==> src/rtl/pattern_out_gen_if.sv <==
// Control/status bundle between the top-level wrapper and the output-pattern generator.
// The master drives the controls; the slave (the generator) returns the registered pattern.
interface pattern_out_gen_if #(
    parameter int unsigned WIDTH = 8,
    parameter int unsigned DIV_W = 16
);
    logic             en;
    logic [1:0]       mode;
    logic [DIV_W-1:0] div;
    logic             load;
    logic [WIDTH-1:0] load_value;
    logic [WIDTH-1:0] pat_out;
    logic [WIDTH-1:0] pat_oe;
    logic             tick;

    modport master (
        output en, mode, div, load, load_value,
        input  pat_out, pat_oe, tick
    );

    modport slave (
        input  en, mode, div, load, load_value,
        output pat_out, pat_oe, tick
    );
endinterface

==> src/rtl/pattern_out_gen.sv <==
// Registered output-pattern generator: constant, binary count, walking one or toggle,
// advanced by a programmable prescaler tick.
module pattern_out_gen #(
    parameter int unsigned         WIDTH         = 8,
    parameter int unsigned         DIV_W         = 16,
    parameter logic [WIDTH-1:0]    DEFAULT_VALUE = 8'hFF
) (
    input  logic              clk,
    input  logic              reset,
    pattern_out_gen_if.slave  bus
);

    localparam logic [1:0] ModeConst  = 2'd0;
    localparam logic [1:0] ModeCount  = 2'd1;
    localparam logic [1:0] ModeWalk   = 2'd2;
    localparam logic [1:0] ModeToggle = 2'd3;

    logic [WIDTH-1:0] pat_q, pat_d;
    logic [WIDTH-1:0] oe_q, oe_d;
    logic             tick_q, tick_d;
    logic [DIV_W-1:0] cnt_q, cnt_d;
    logic [1:0]       mode_q, mode_d;
    logic [WIDTH-1:0] pat_next;

    always_comb begin
        pat_next = pat_q;
        case (mode_q)
            ModeConst:  pat_next = pat_q;
            ModeCount:  pat_next = pat_q + 1'b1;
            ModeWalk: begin
                if (pat_q == '0) begin
                    pat_next = {{(WIDTH-1){1'b0}}, 1'b1};
                end else begin
                    pat_next = {pat_q[WIDTH-2:0], pat_q[WIDTH-1]};
                end
            end
            ModeToggle: pat_next = ~pat_q;
            default:    pat_next = pat_q;
        endcase
    end

    // Priority: load, then mode change, then the prescaler. A mode change restarts the
    // prescaler so the new mode gets a full period before its first advance.
    always_comb begin
        pat_d  = pat_q;
        cnt_d  = cnt_q;
        tick_d = 1'b0;
        oe_d   = {WIDTH{bus.en}};
        mode_d = bus.mode;
        if (bus.load) begin
            pat_d = bus.load_value;
            cnt_d = '0;
        end else if (bus.mode != mode_q) begin
            cnt_d = '0;
        end else if (bus.en) begin
            if (cnt_q == bus.div) begin
                cnt_d  = '0;
                tick_d = 1'b1;
                pat_d  = pat_next;
            end else begin
                cnt_d = cnt_q + 1'b1;
            end
        end
    end

    always_ff @(posedge clk) begin
        if (reset) begin
            pat_q  <= DEFAULT_VALUE;
            oe_q   <= '0;
            tick_q <= 1'b0;
            cnt_q  <= '0;
            mode_q <= ModeConst;
        end else begin
            pat_q  <= pat_d;
            oe_q   <= oe_d;
            tick_q <= tick_d;
            cnt_q  <= cnt_d;
            mode_q <= mode_d;
        end
    end

    assign bus.pat_out = pat_q;
    assign bus.pat_oe  = oe_q;
    assign bus.tick    = tick_q;

endmodule

==> src/flat_wrapper.sv <==
// flat-port wrapper written by rule: the top's interface ports become plain ports
module pattern_out_gen_flat 
#(
    parameter int unsigned         WIDTH         = 8,
    parameter int unsigned         DIV_W         = 16,
    parameter logic [WIDTH-1:0]    DEFAULT_VALUE = 8'hFF
)
  (clk, reset, bus_en, bus_mode, bus_div, bus_load, bus_load_value, bus_pat_out, bus_pat_oe, bus_tick);
  pattern_out_gen_if #(.WIDTH(WIDTH), .DIV_W(DIV_W)) bus_i ();
  input  logic clk;
  input  logic reset;
  input wire logic [$bits(bus_i.en)-1:0] bus_en;
  input wire logic [$bits(bus_i.mode)-1:0] bus_mode;
  input wire logic [$bits(bus_i.div)-1:0] bus_div;
  input wire logic [$bits(bus_i.load)-1:0] bus_load;
  input wire logic [$bits(bus_i.load_value)-1:0] bus_load_value;
  output wire logic [$bits(bus_i.pat_out)-1:0] bus_pat_out;
  output wire logic [$bits(bus_i.pat_oe)-1:0] bus_pat_oe;
  output wire logic [$bits(bus_i.tick)-1:0] bus_tick;
  assign bus_i.en = bus_en;
  assign bus_i.mode = bus_mode;
  assign bus_i.div = bus_div;
  assign bus_i.load = bus_load;
  assign bus_i.load_value = bus_load_value;
  assign bus_pat_out = bus_i.pat_out;
  assign bus_pat_oe = bus_i.pat_oe;
  assign bus_tick = bus_i.tick;
  pattern_out_gen #(.WIDTH(WIDTH), .DIV_W(DIV_W), .DEFAULT_VALUE(DEFAULT_VALUE)) u_core (.clk(clk), .reset(reset), .bus(bus_i));
endmodule
==> config.mk <==
export PLATFORM = sky130hd
export DESIGN_NAME = pattern_out_gen_flat
export DESIGN_NICKNAME = d
export VERILOG_FILES = /design/src/rtl/pattern_out_gen_if.sv /design/src/rtl/pattern_out_gen.sv /design/src/flat_wrapper.sv
export SDC_FILE = /design/constraint.sdc
export NUM_CORES = 1
export LEC_CHECK = 0
export BUFFER_PORTS_ARGS = -buffer_cell sky130_fd_sc_hd__buf_4
export CAP_MARGIN = 20
export CORE_ASPECT_RATIO = 0.8
export CORE_MARGIN = 3
export CORE_UTILIZATION = 45
export DETAILED_ROUTE_END_ITERATION = 10
export GPL_TIMING_DRIVEN = 0
export PLACE_DENSITY = 0.73
export SYNTH_ARGS = -nofsm -noshare
export SYNTH_HDL_FRONTEND = slang
export SYNTH_SLANG_ARGS = --single-unit
==> constraint.sdc <==
create_clock -name clk -period 4.7 [get_ports clk]
set_input_delay 0.235 -clock clk [delete_from_list [all_inputs] [get_ports clk]]
set_output_delay 0.235 -clock clk [all_outputs]
set_load 0.02 [all_outputs]
==> flow_results.org, run 1 <==
** Drt
- For this block, the initial DRC count from the detailed router was 122.
- In the final routed layout, each cell accounts on average for 12.7 microns.
- The detail route stage leaves a number of antenna-violating nets equal to 0.
- Residual DRC :: 0
- The first detailed-routing pass took 4 iterations.
- Post-DR vias/cell :: roughly 5.2
- Total number of vias :: about 1700
- Total wire length :: 4110 microns

** Yosys
- Counting flops and latches in the post-synthesis netlist gives 28.
- In the synthesized netlist, the number of instances is 221.
- The cell area that synthesis handed to floorplanning was 1840 sq um.
- Number of enable-type register cells in the synthesized netlist :: 0
- A synthesized cell averages roughly 8.3 sq um.
- Counting flops with an async set or reset pin after synthesis yields a share of 0%.
- Synthesis instantiated 49 different standard cells from the library.
- The Yosys step of the flow raised 0 warnings.
- In the synthesized netlist the dominant register cell turns out to be sky130_fd_sc_hd__dfxtp_1.
- Of the synthesized area, sequential elements account for 30.4%.
- Syn_nets :: approximately 250

** Critical path
- CP arrival :: a little under 2 ns
- Data required time of the worst path :: 4.87 ns
- The worst setup path is launched from a flop.
- Critical path endpoint category :: flop
- Largest driver fanout on the critical path :: 10
- The critical path is of the reg2reg type.

** GRT
- Across every metal layer, demand over resource in global routing totals 18.1%.
- Met2 usage in global routing :: 25.9%
- Number of global-route vias before repair :: 1493
- The layer flagged by global routing as most heavily used is met1.
- Entering global routing, the biggest net connects 15 pins.
- Summed over all layers, the global routing overflow is 0.
- Grt met1 use :: 27.1%
- Antenna violations before repair :: 0
- Global routing used 3.86% of the available met3 tracks.
- First-pass GRT wire length :: 7130 microns

** Final layout
- Area Overhead vs Synth :: 23.9%
- Once layout is done, the placed cells without fillers occupy 2280 sq um.
- The sequential cells in the finished layout cover a total of 561 sq um.
- Count of nets after finishing :: 303
- The top cell types in the final layout, fill and taps aside, are sky130_fd_sc_hd__buf_4 (52), sky130_fd_sc_hd__nor2_1 (33), sky130_fd_sc_hd__dfxtp_1 (28).
- The filler cells instantiated in the layout total 368.
- Final instance count without filler cells :: 323
- Antenna cells :: 0
- The library cell used most frequently in the layout, excluding fill and tap cells, is sky130_fd_sc_hd__buf_4.
- Multi-input combinational cell area :: around 1100 sq um
- Final core occ :: 58.8%
- Proportion of layout cells with a drive suffix above 1 :: 25.0%

** Clocking
- The clock passes through at most 2 buffers.
- Gates resized during post-CTS repair numbered 0.
- The number of setup buffers added after CTS is 0.
- Number of levels in the clock H-tree :: 1
- TritonCTS built the clock tree.
- Hold-fix buffers at CTS :: 0
- Clock-pin slew was measured on the worst setup and hold paths at 0.09 ns.
- Source-to-sink clock delay at the later pin of the worst-skew pair :: 0.27 ns
- Clk sink count :: 28
- Cts bufs inserted :: 3
- Clock root buffer :: sky130_fd_sc_hd__clkbuf_8

** Job
- Number of max-capacitance violations reported :: 0

** Place
- In this run the cell area measured after placement is 2240 sq um.
- Number of I/O port buffers :: 44
- Including well taps, the total number of placed cells is 320.
- Post-Place Setup Slack :: 2.91 ns
- Detailed placement ended at an HPWL of 3260 microns.
- Routability congestion estimate from global placement :: 0.866

** Die
- Starting utilization of the core area :: roughly 47%
- In this run the core area contains 20 standard-cell rows.
- Std-Cell Core Area :: 3880 sq um
- The die is 77.5 microns wide.
- Die Y :: 63.2 microns
- The floorplan step defined a die boundary enclosing 4900 sq um.
- Boundary pin count :: 47

** Timing
- The total count of max-transition violations in the final report was 0.
- Number of failing hold endpoints at the final stage :: 0
- Derived from the worst setup path, the maximum achievable clock frequency is 0.554 GHz.
- The smallest clock period supported by the final layout is computed as 1.81 ns.
- Final setup margin :: just under 3 ns
- Setup repair after global routing left no endpoint under its margin.
- Hold Worst Slack :: between 0.15 and 0.2 ns
- Final setup vio count :: 0
- After routing, the total negative slack on setup checks comes to 0 ns.
- Part of the cycle the worst path needs :: 38.4%
- Slew @ Worst Pin :: between 0.5 and 0.6 ns
- Clk_skew :: 0.00147 ns
- The worst pin sits at a relative slew slack of between 60% and 70%.

** Hold path
- Worst min-delay path class :: in2reg

** Power
- PnR Total Power :: 0.510 mW
- Dividing total power by cell area gives a power density of roughly 220 nW/um^2.
- Leakage power :: 0.918 nW
- Across the VDD grid, the largest voltage drop is 0.000185 V.

** Outcome
- Run status :: complete, no violations
cell usage after synthesis (2+ instances only):
cell                        instances  area share, %
sky130_fd_sc_hd__o211ai_1           3            1.2
sky130_fd_sc_hd__buf_4              8            3.3
sky130_fd_sc_hd__nand2b_1           4            1.4
sky130_fd_sc_hd__nor2_1            33            6.7
sky130_fd_sc_hd__o21ai_1            2           0.54
sky130_fd_sc_hd__nand4_1            4            1.4
sky130_fd_sc_hd__xor2_1            10            4.8
sky130_fd_sc_hd__nand2_1           11            2.2
sky130_fd_sc_hd__a2bb2oi_1          2           0.95
sky130_fd_sc_hd__nor3_1             5            1.4
sky130_fd_sc_hd__nand3_1            8            2.2
sky130_fd_sc_hd__nor4_4             2            2.3
sky130_fd_sc_hd__a31oi_1            2           0.68
sky130_fd_sc_hd__dfxtp_1           28             30
sky130_fd_sc_hd__xnor2_1           21             10
sky130_fd_sc_hd__ha_1               3            2.0
sky130_fd_sc_hd__nor2b_1            8            2.7
sky130_fd_sc_hd__and3_1             2           0.68
sky130_fd_sc_hd__o21ai_0            5            1.4
sky130_fd_sc_hd__a21oi_1            6            1.6
sky130_fd_sc_hd__buf_2              2           0.54
sky130_fd_sc_hd__mux2i_1            8            4.3
sky130_fd_sc_hd__a211oi_1           2           0.81
sky130_fd_sc_hd__nor4_1             2           0.68
sky130_fd_sc_hd__clkbuf_1           5            1.0
sky130_fd_sc_hd__or3_1              3            1.0
sky130_fd_sc_hd__inv_1             10            2.0
power breakdown:
part,total (mW),internal [mW],switching [mW]
clock network,0.125,0.0574,0.0676
logic,0.129,0.0639,0.0650
registers,0.256,0.245,0.0116
total,0.510,0.366,0.144
cell type report:
type,instances,share of cell area (%)
Buffer,16,4.11
Tap cell,55,3.02
Clock buffer,3,1.81
Timing Repair Buffer,44,14.5
Inverter,11,1.81
Sequential cell,28,24.6
Multi-Input combinational cell,166,50.2
routing by layer:
metal / wire length, microns / up-vias / part of all wire [%]
met5: 0 / - / 0
met4: 40 / 0 / 0.97
met3: 246 / 4 / 6.0
met2: 1730 / 53 / 42
met1: 2090 / 751 / 51
li1: - / 856 / -
worst max-delay path, stage by stage (launching register included):
cell and delay, ns:
sky130_fd_sc_hd__dfxtp_1 0.46, sky130_fd_sc_hd__or2b_1 0.15, sky130_fd_sc_hd__o2111ai_2 0.16, sky130_fd_sc_hd__nor4_4 0.46
sky130_fd_sc_hd__a21bo_4 0.24, sky130_fd_sc_hd__buf_4 0.18, sky130_fd_sc_hd__nor2_1 0.06
registers in the layout, indices dropped and copies added (netlist names):
| name | count |
|---|---|
| u_core.bus.pat_out | 8 |
| u_core.bus.pat_oe | 1 |
| u_core.mode_q | 2 |
| u_core.bus.tick | 1 |
| u_core.cnt_q | 16 |
worst paths after layout:
| kind | from | to | slack (ns) | cells past startpoint |
|---|---|---|---|---|
| worst max register to register | u_core.cnt_q[0] | u_core.cnt_q[12] | 2.89 | 6 |
| worst min-delay path | bus_mode[0] | u_core.mode_q[0] | 0.20 | 2 |
| worst min register to register | u_core.cnt_q[15] | u_core.cnt_q[15] | 0.55 | 2 |
| worst max-delay path | u_core.cnt_q[0] | u_core.cnt_q[12] | 2.89 | 6 |
cells by family (layout without fill, tap and decap cells):
group / Yosys count / count (layout) / share of synthesized area [%]
and+or+nand+nor: 88 / 88 / 25.5
AOI/OAI and AO/OA: 35 / 35 / 14.9
xor gates and xnor gates: 31 / 31 / 14.7
DFF: 28 / 28 / 30.4
buffers and inverters: 27 / 74 / 7.34
muxes: 9 / 9 / 4.96
adders and majority gates: 3 / 3 / 2.04
No activity file was read; power rests on OpenSTA's default activity.
==> inputs of run 2 (changes only) <==
==> constraint.sdc (replaced) <==
create_clock -name clk -period 1.8 [get_ports clk]
set_input_delay 0.09 -clock clk [delete_from_list [all_inputs] [get_ports clk]]
set_output_delay 0.09 -clock clk [all_outputs]
set_load 0.02 [all_outputs]
==> run 2 against run 1 <==
- global-route usage rose by 0.060 points
- clock-buffer cell count did not move
- cell area rose by 1.6%
- clock skew rose by 0.00080 ns
- hold slack got worse by 0.14 ns
- sequential cell count did not move
- critical path type unchanged
- largest power group unchanged
==> flow_results.org, run 2 (synthesis results as in run 1) <==
** Timing
- Normalized max-slew margin :: 63.3%
- The total count of max-transition violations in the final report came to 0.
- The count of final hold-check violations came to 0.
- At the pin with the least slew margin, the transition time is 0.550 ns.
- Final setup margin :: 0.0655 ns
- Clk_skew :: 0.00227 ns
- Peak Freq :: 0.577 GHz
- Part of the cycle the worst path needs :: 96.4%
- Setup violations remaining at the end of the flow were counted as 0.
- For the finished layout, the period the worst path requires is 1.73 ns.

** Critical path
- The critical path crosses 7 cells after its start point.
- Crit. Startpoint :: u_core.bus.pat_out[1]
- The worst setup path is of the reg2reg kind.
- Worst path slowest cell :: sky130_fd_sc_hd__or4b_1
- The worst setup path is launched from a flop.
- Crit path largest cell delay :: approximately 0.49 ns
- The setup check on the worst reg-to-reg path leaves a slack of 0.07 ns.
- Dominant delay contributor by cell family on the critical path :: simple AND/OR/NAND/NOR gates
- The critical path ends at u_core.bus.pat_out[2].
- FF-to-FF path depth :: 7
- At the worst endpoint, the arrival time is approximately 1.9 ns.
- Largest driver fanout on the critical path :: 5
- Crit path buf inv count :: 1
- Traced cell by cell, the critical path runs through inv_1 > ha_1 > or4b_1 > o21ai_2 > o211ai_1 > a21oi_1 > mux2i_1.
- Data on the critical path is required at its endpoint by 1.95 ns.
- STA classifies the critical path endpoint as a flop.
- Endpoint of the lowest-slack register-to-register path :: u_core.bus.pat_out[2]
- Critical register-to-register path startpoint :: u_core.bus.pat_out[1]

** Drt
- Total wire length :: 4270 microns
- Number of DRC violations after detailed-routing iteration 0 :: 168
- After detailed routing, the average wire length per cell comes to 13.1 microns.
- The detail route stage leaves a number of antenna-violating nets equal to 0.
- The first detailed-routing pass took 4 iterations.
- For this run, design rule violations remaining after detail routing come to 0.
- The final route contains 1696 vias.
- Post-DR vias/cell :: between 5 and 6

** Job
- Across the run, the number of max-cap violations was 0.

** Final layout
- Reg with most FFs :: u_core.cnt_q
- Count of nets after finishing :: 306
- Most common library cell in the layout ignoring fill and taps :: sky130_fd_sc_hd__buf_4
- Commonest cells after routing, fill and taps aside :: sky130_fd_sc_hd__buf_4 (55), sky130_fd_sc_hd__nor2_1 (33), sky130_fd_sc_hd__dfxtp_1 (24)
- The number of antenna diodes in the final layout is 0.
- Once layout is complete, the utilization of the core stands at 59.8%.
- Area Overhead vs Synth :: 25.9%
- Cells with a size suffix above 1 make up 29.2% of the layout.
- Max FFs per register :: 16
- Cell area after layout :: 2320 sq um
- Final instance count without filler cells :: 326

** Die
- Die ar. :: about 4900 sq um
- The floorplan has 20 rows.
- Die Y :: about 63 microns
- The region available for standard cell placement spans about 3900 sq um.
- Boundary pin count :: 47
- Die width :: 77.5 microns
- For this configuration, the core starts out at a cell density of approximately 47%.

** Outcome
- The flow ran to the end, and the final reports show no timing, DRC or antenna violations.

** Power
- Pint :: approximately 0.96 mW
- Combinational logic burns 25.4% of the power.
- Sequential cells account for 50.1% of the total power.
- Max IR drop VDD :: 0.000482 V
- Part of the total power dissipated in the clock network :: about a quarter
- PD cells :: approximately 580 nW/um^2
- For this design the total switching power over the nets is 0.381 mW.
- In this run the static leakage power is between 0.9 and 1 nW.
- Of the total power, the share spent switching nets is 28.5%.

** GRT
- The number of antenna violations at the first check in global routing was 0.
- The number of global-route vias before repair came to 1493.
- First-pass GRT wire length :: 7150 microns
- After global routing the overflow that remains totals 0.
- Entering global routing, the biggest net connects 15 pins.
- Total routing usage reported by global routing :: approximately 18%

** Place
- In this run the cell area measured after placement is 2240 sq um.
- Post-Place Setup Slack :: 0.00953 ns
- Routability congestion estimate from global placement :: 0.866
- Number of I/O port buffers :: 44
- DP Wirelength :: 3260 microns
- Placed Instances :: 320

** Clocking
- CTS saw 28 sinks.
- Clock root buffer :: sky130_fd_sc_hd__clkbuf_8
- Clock tree from TritonCTS :: built
- In this run the number of H-tree levels came out at 1.
- TritonCTS created 3 clock buffers.
- Hold-fix buffers at CTS :: 0
- The later pin in the worst-skew pair is clocked with a latency of 0.27 ns.
- Clock transition at the registers of the reported paths :: approximately 0.09 ns
- The longest clock path from root to sink contains 2 buffers.

** Hold path
- In this run the worst hold path is classified as in2reg.
## run 2: area by class of cell
cell class | instances | area (sq um)
plain buffers | 16 | 96.3
clock buffers | 3 | 41.3
repair buffers | 47 | 353
multi-input cells | 166 | 1150
well taps | 55 | 68.8
flip-flops and latches | 28 | 566
fillers | 367 | 1560
inverters | 11 | 41.3
## run 2: worst min path at each step
stage          cells after the start        start  slack [ns]               end
6_report                           2  bus_mode[0]        0.05  u_core.mode_q[0]
5_1_grt                            2  bus_mode[0]        0.06  u_core.mode_q[0]
4_1_cts                            2  bus_mode[0]        0.05  u_core.mode_q[0]
3_5_place_dp                       2  bus_mode[0]        0.34  u_core.mode_q[0]
3_3_place_gp                       2  bus_mode[0]        0.33  u_core.mode_q[0]
2_1_floorplan                      1  bus_mode[0]        0.22  u_core.mode_q[0]
## run 2: timing repair
item | 4_1_cts | 5_1_grt
pin swaps | 1 | 3
hold endpoints to repair | 0 | 0
endpoints found under the setup margin | 2 | 18
gates resized for setup | 0 | 11
setup buffers | 0 | 3
## run 2: routing by layer
layer / track usage (%) / up-vias / wire, microns
met5: 0 / - / 0
met4: 4.67 / 0 / 40
li1: - / 860 / -
met1: 27.3 / 775 / 2160
met2: 25.9 / 57 / 1820
met3: 3.86 / 4 / 243
## run 2: power by group through the flow
stage	Sequential [mW]	Clock, mW	Combinational, mW
floorplan	0.695	0	0.193
global placement	0.682	0	0.332
detailed placement	0.683	0	0.334
CTS	0.668	0.340	0.336
global route	0.676	0.365	0.374
finish	0.671	0.329	0.340
## run 2: metrics by stage
step	power, mW	hold slack (ns)	setup TNS (ns)
2_1_floorplan	0.889	0.218	0
3_3_place_gp	1.01	0.331	0
3_5_place_dp	1.02	0.335	0
4_1_cts	1.34	0.0483	0
5_1_grt	1.42	0.0609	-0.0520
6_report	1.34	0.0529	0
==> inputs of run 3 (changes only) <==
==> constraint.sdc (replaced) <==
create_clock -name clk -period 1.6 [get_ports clk]
set_input_delay 0.08 -clock clk [delete_from_list [all_inputs] [get_ports clk]]
set_output_delay 0.08 -clock clk [all_outputs]
set_load 0.02 [all_outputs]
==> run 3 against run 2 <==
- setup slack worse by 0.10 ns
- sequential power up 13%
- via count up 6.8%
- the run now ends with setup timing left
- total power up 32%
- maximum frequency up 5.9%
- critical path depth down 2
- clock-buffer cell count unchanged
- combinational power up 30%
- clock skew up 0.0029 ns
- first-iteration DRC count up 13%
- clock power up 73%
- sequential share of layout area down 2.5 points
==> flow_results.org, run 3 (synthesis results as in run 1) <==
** Outcome
- Run status :: complete, but fails checks
- Violations in the final reports :: setup timing

** Clocking
- Number of levels in the clock H-tree :: 1
- Hold-fix buffers at CTS :: 0
- The clock passes through at most 2 buffers.
- Clock root buffer :: sky130_fd_sc_hd__clkbuf_8
- Clock tree synthesis inserted a total of 3 buffers.
- Clk sink count :: 28
- After clock tree synthesis, the clock-pin slew on the worst setup and hold paths is 0.10 ns.
- For the worst-skew pair, the clock arrives at the later sink with an insertion delay of ~0.28 ns.
- TritonCTS built the clock tree.

** Final layout
- The filler cells instantiated in the layout total 300.
- Commonest cells after routing, fill and taps aside :: sky130_fd_sc_hd__buf_4 (69), sky130_fd_sc_hd__nor2_1 (19), sky130_fd_sc_hd__xnor2_1 (15)
- The register with the most flip-flops in the layout has 16 of them.
- The final layout contains 321 nets.
- Proportion of layout cells with a drive suffix above 1 :: 48.4%
- Cell area after layout :: 2720 sq um
- Compared with the post-synthesis result, the final layout area differs by 47.4%.
- Most common library cell in the layout ignoring fill and taps :: sky130_fd_sc_hd__buf_4
- Final instance count without filler cells :: 342
- In the final layout, the multi-input gates occupy 1350 sq um.
- Counting flops per register, the top entry is u_core.cnt_q.
- Final core occ :: 70.0%
- The number of antenna diodes in the final layout is 0.
- The sequential cells in the finished layout cover a total of 594 sq um.

** Power
- IR analysis of the VDD net gives a maximum drop of 0.000452 V.
- PD cells :: 651 nW/um^2
- Leakage power :: 1.09 nW
- In this run the power spent charging and discharging nets is about 0.50 mW.
- Combinational cells account for around 25% of the total power.
- Of the total power, the share spent switching nets is 28.1%.
- The internal portion of the total power is 1.27 mW.
- Part of the total power dissipated in the clock network :: around a third
- Flop pwr share :: 42.8%

** Timing
- Sum of negative setup slack :: -0.238 ns
- Derived from the worst setup path, the maximum achievable clock frequency is 0.610 GHz.
- The final critical path takes up 102% of the cycle.
- Clock period minus final worst setup slack :: roughly 1.6 ns
- For the pin with the worst max-slew slack, the measured transition is roughly 0.57 ns.
- Normalized max-slew margin :: 61.9%
- Final setup vio count :: 11
- Number of failing hold endpoints at the final stage :: 0
- Fin. max-slew vios :: 0
- Final setup margin :: -0.0384 ns
- Clk_skew :: 0.00517 ns
- Setup repair after global routing could not meet its margin everywhere.

** Die
- Std-Cell Core Area :: 3880 sq um
- In this run the horizontal extent of the chip is ~78 microns.
- between 40 and 50 I/O pins were placed.
- After floorplanning, the core was divided into 20 placement rows.
- The initial utilization of the core area, before any placement, comes to 47.5%.
- Die ar. :: between 4000 and 5000 sq um
- Die Y :: 63.2 microns

** Critical path
- At the worst endpoint, the required time is approximately 1.8 ns.
- The worst register-to-register path begins at u_core.cnt_q[7].
- CP arrival :: 1.80 ns
- CP cell instances :: xnor2_2 > nand4_1 > nor4_4 > a31oi_4 > mux2i_1
- Minimum setup slack among reg-to-reg paths :: -0.04 ns
- Worst path slowest cell :: sky130_fd_sc_hd__nor4_4
- STA classifies the critical path endpoint as a flop.
- The worst register-to-register path ends at u_core.bus.pat_out[6].
- Counting cells, the worst reg-to-reg path comes to 5.
- Of all nets on the critical path, the largest fanout is 7.
- The critical path is of the reg2reg type.
- CP Launch Type :: flop
- For this run, the slowest stage of the critical path takes around 0.40 ns.

** Drt
- Dividing the detail-routed via count by the number of cells gives 5.30.
- Number of routed nets with antenna violations :: 0
- Number of detailed-route iterations in the first pass :: 4
- The first routing iteration left 189 violations.
- Total wire length :: 5180 microns
- For this block, wires on met1 add up to 2420 microns.
- Highest routing layer actually used :: met4
- Detailed routing placed a total of 287 microns of wire on met3.
- In the final routed layout, each cell accounts on average for 15.1 microns.
- Length of routed met2 wiring :: 2420 microns
- Summing over every cut layer, the via total after detailed routing is between 1500 and 2000.
- After detailed routing, the number of remaining DRC violations is 0.

** Place
- The count of buffers added on input and output ports is 44.
- The wire-length estimate of the detail-placed layout is 3390 microns.
- Routability congestion estimate from global placement :: 0.889
- The placed instances occupy a cell area of 2240 sq um.
- Once placement completed, the tool counted placed cells totaling 320.

** GRT
- The first global-routing pass estimated just over 8000 microns of wire.
- Maximum number of pins on one net before global-route repair :: 17
- Number of global-route vias before repair :: 1718
- Total overflow reported by the global router :: 0
- Across every metal layer, demand over resource in global routing totals 21.1%.
- The number of antenna violations at the first check in global routing is 0.

** Hold path
- For hold timing, the worst endpoint is u_core.mode_q[0].
- In this run the worst hold path is classified as in2reg.
- Number of cells on the worst hold path :: 2
- The startpoint identified for the worst hold timing path is bus_mode[0].

** Job
- The tool flagged a number of max-cap violations equal to 0.
[run 3: how the worst max path moves through the flow]
| stage | from | to | slack (ns) |
|---|---|---|---|
| 3_5_place_dp | u_core.cnt_q[0] | u_core.cnt_q[6] | -0.20 |
| 6_report | u_core.cnt_q[7] | u_core.bus.pat_out[6] | -0.04 |
| 3_3_place_gp | u_core.cnt_q[0] | u_core.cnt_q[5] | -0.17 |
| 2_1_floorplan | u_core.bus.pat_out[0] | u_core.bus.pat_out[2] | 0.003 |
| 4_1_cts | u_core.cnt_q[5] | u_core.bus.pat_out[6] | -0.07 |
| 5_1_grt | u_core.cnt_q[7] | u_core.bus.pat_out[6] | -0.16 |
[run 3: per-layer routing]
layer	GRT usage, %	vias to the layer above
met5	0	-
met3	4.71	6
met4	5.56	0
met1	29.3	856
li1	-	896
met2	32.9	54
[run 3: power groups by stage]
stage / clock network (mW) / logic (mW) / registers [mW]
after global placement: 0 / 0.374 / 0.769
final: 0.570 / 0.442 / 0.756
after CTS: 0.573 / 0.412 / 0.745
after detailed placement: 0 / 0.379 / 0.770
after global routing: 0.617 / 0.478 / 0.763
after floorplan: 0 / 0.217 / 0.783
[run 3: cell type report]
class | instances | share of cell area (%)
clock inverters | 1 | 1.11
flip-flops and latches | 28 | 21.9
multi-input cells | 166 | 49.7
inverters | 11 | 1.71
repair buffers | 64 | 18.2
well taps | 55 | 2.53
clock buffers | 3 | 1.52
plain buffers | 14 | 3.32
[run 3: critical path, delay by kind of cell (launching register included)]
kind	cells	cell delay (ns)
and+or+nand+nor	2	0.59
DFF	1	0.38
AOI/OAI and AO/OA	1	0.26
muxes	1	0.18
xor gates and xnor gates	1	0.11
[run 3: metrics by stage]
step,hold slack [ns],total power [mW],worst slack (ns)
finish,0.0392,1.77,-0.0384
global placement,0.321,1.14,-0.167
global route,0.0391,1.86,-0.164
detailed placement,0.324,1.15,-0.197
CTS,0.0233,1.73,-0.0741
floorplan,0.208,1.00,0.00322
[run 3: repair_timing]
action | CTS | global route
gates cloned | 1 | 0
setup endpoints to repair | 24 | 24
pin swaps | 23 | 13
hold endpoints to repair | 0 | 0
resized for setup | 33 | 42
buffers inserted | 15 | 4
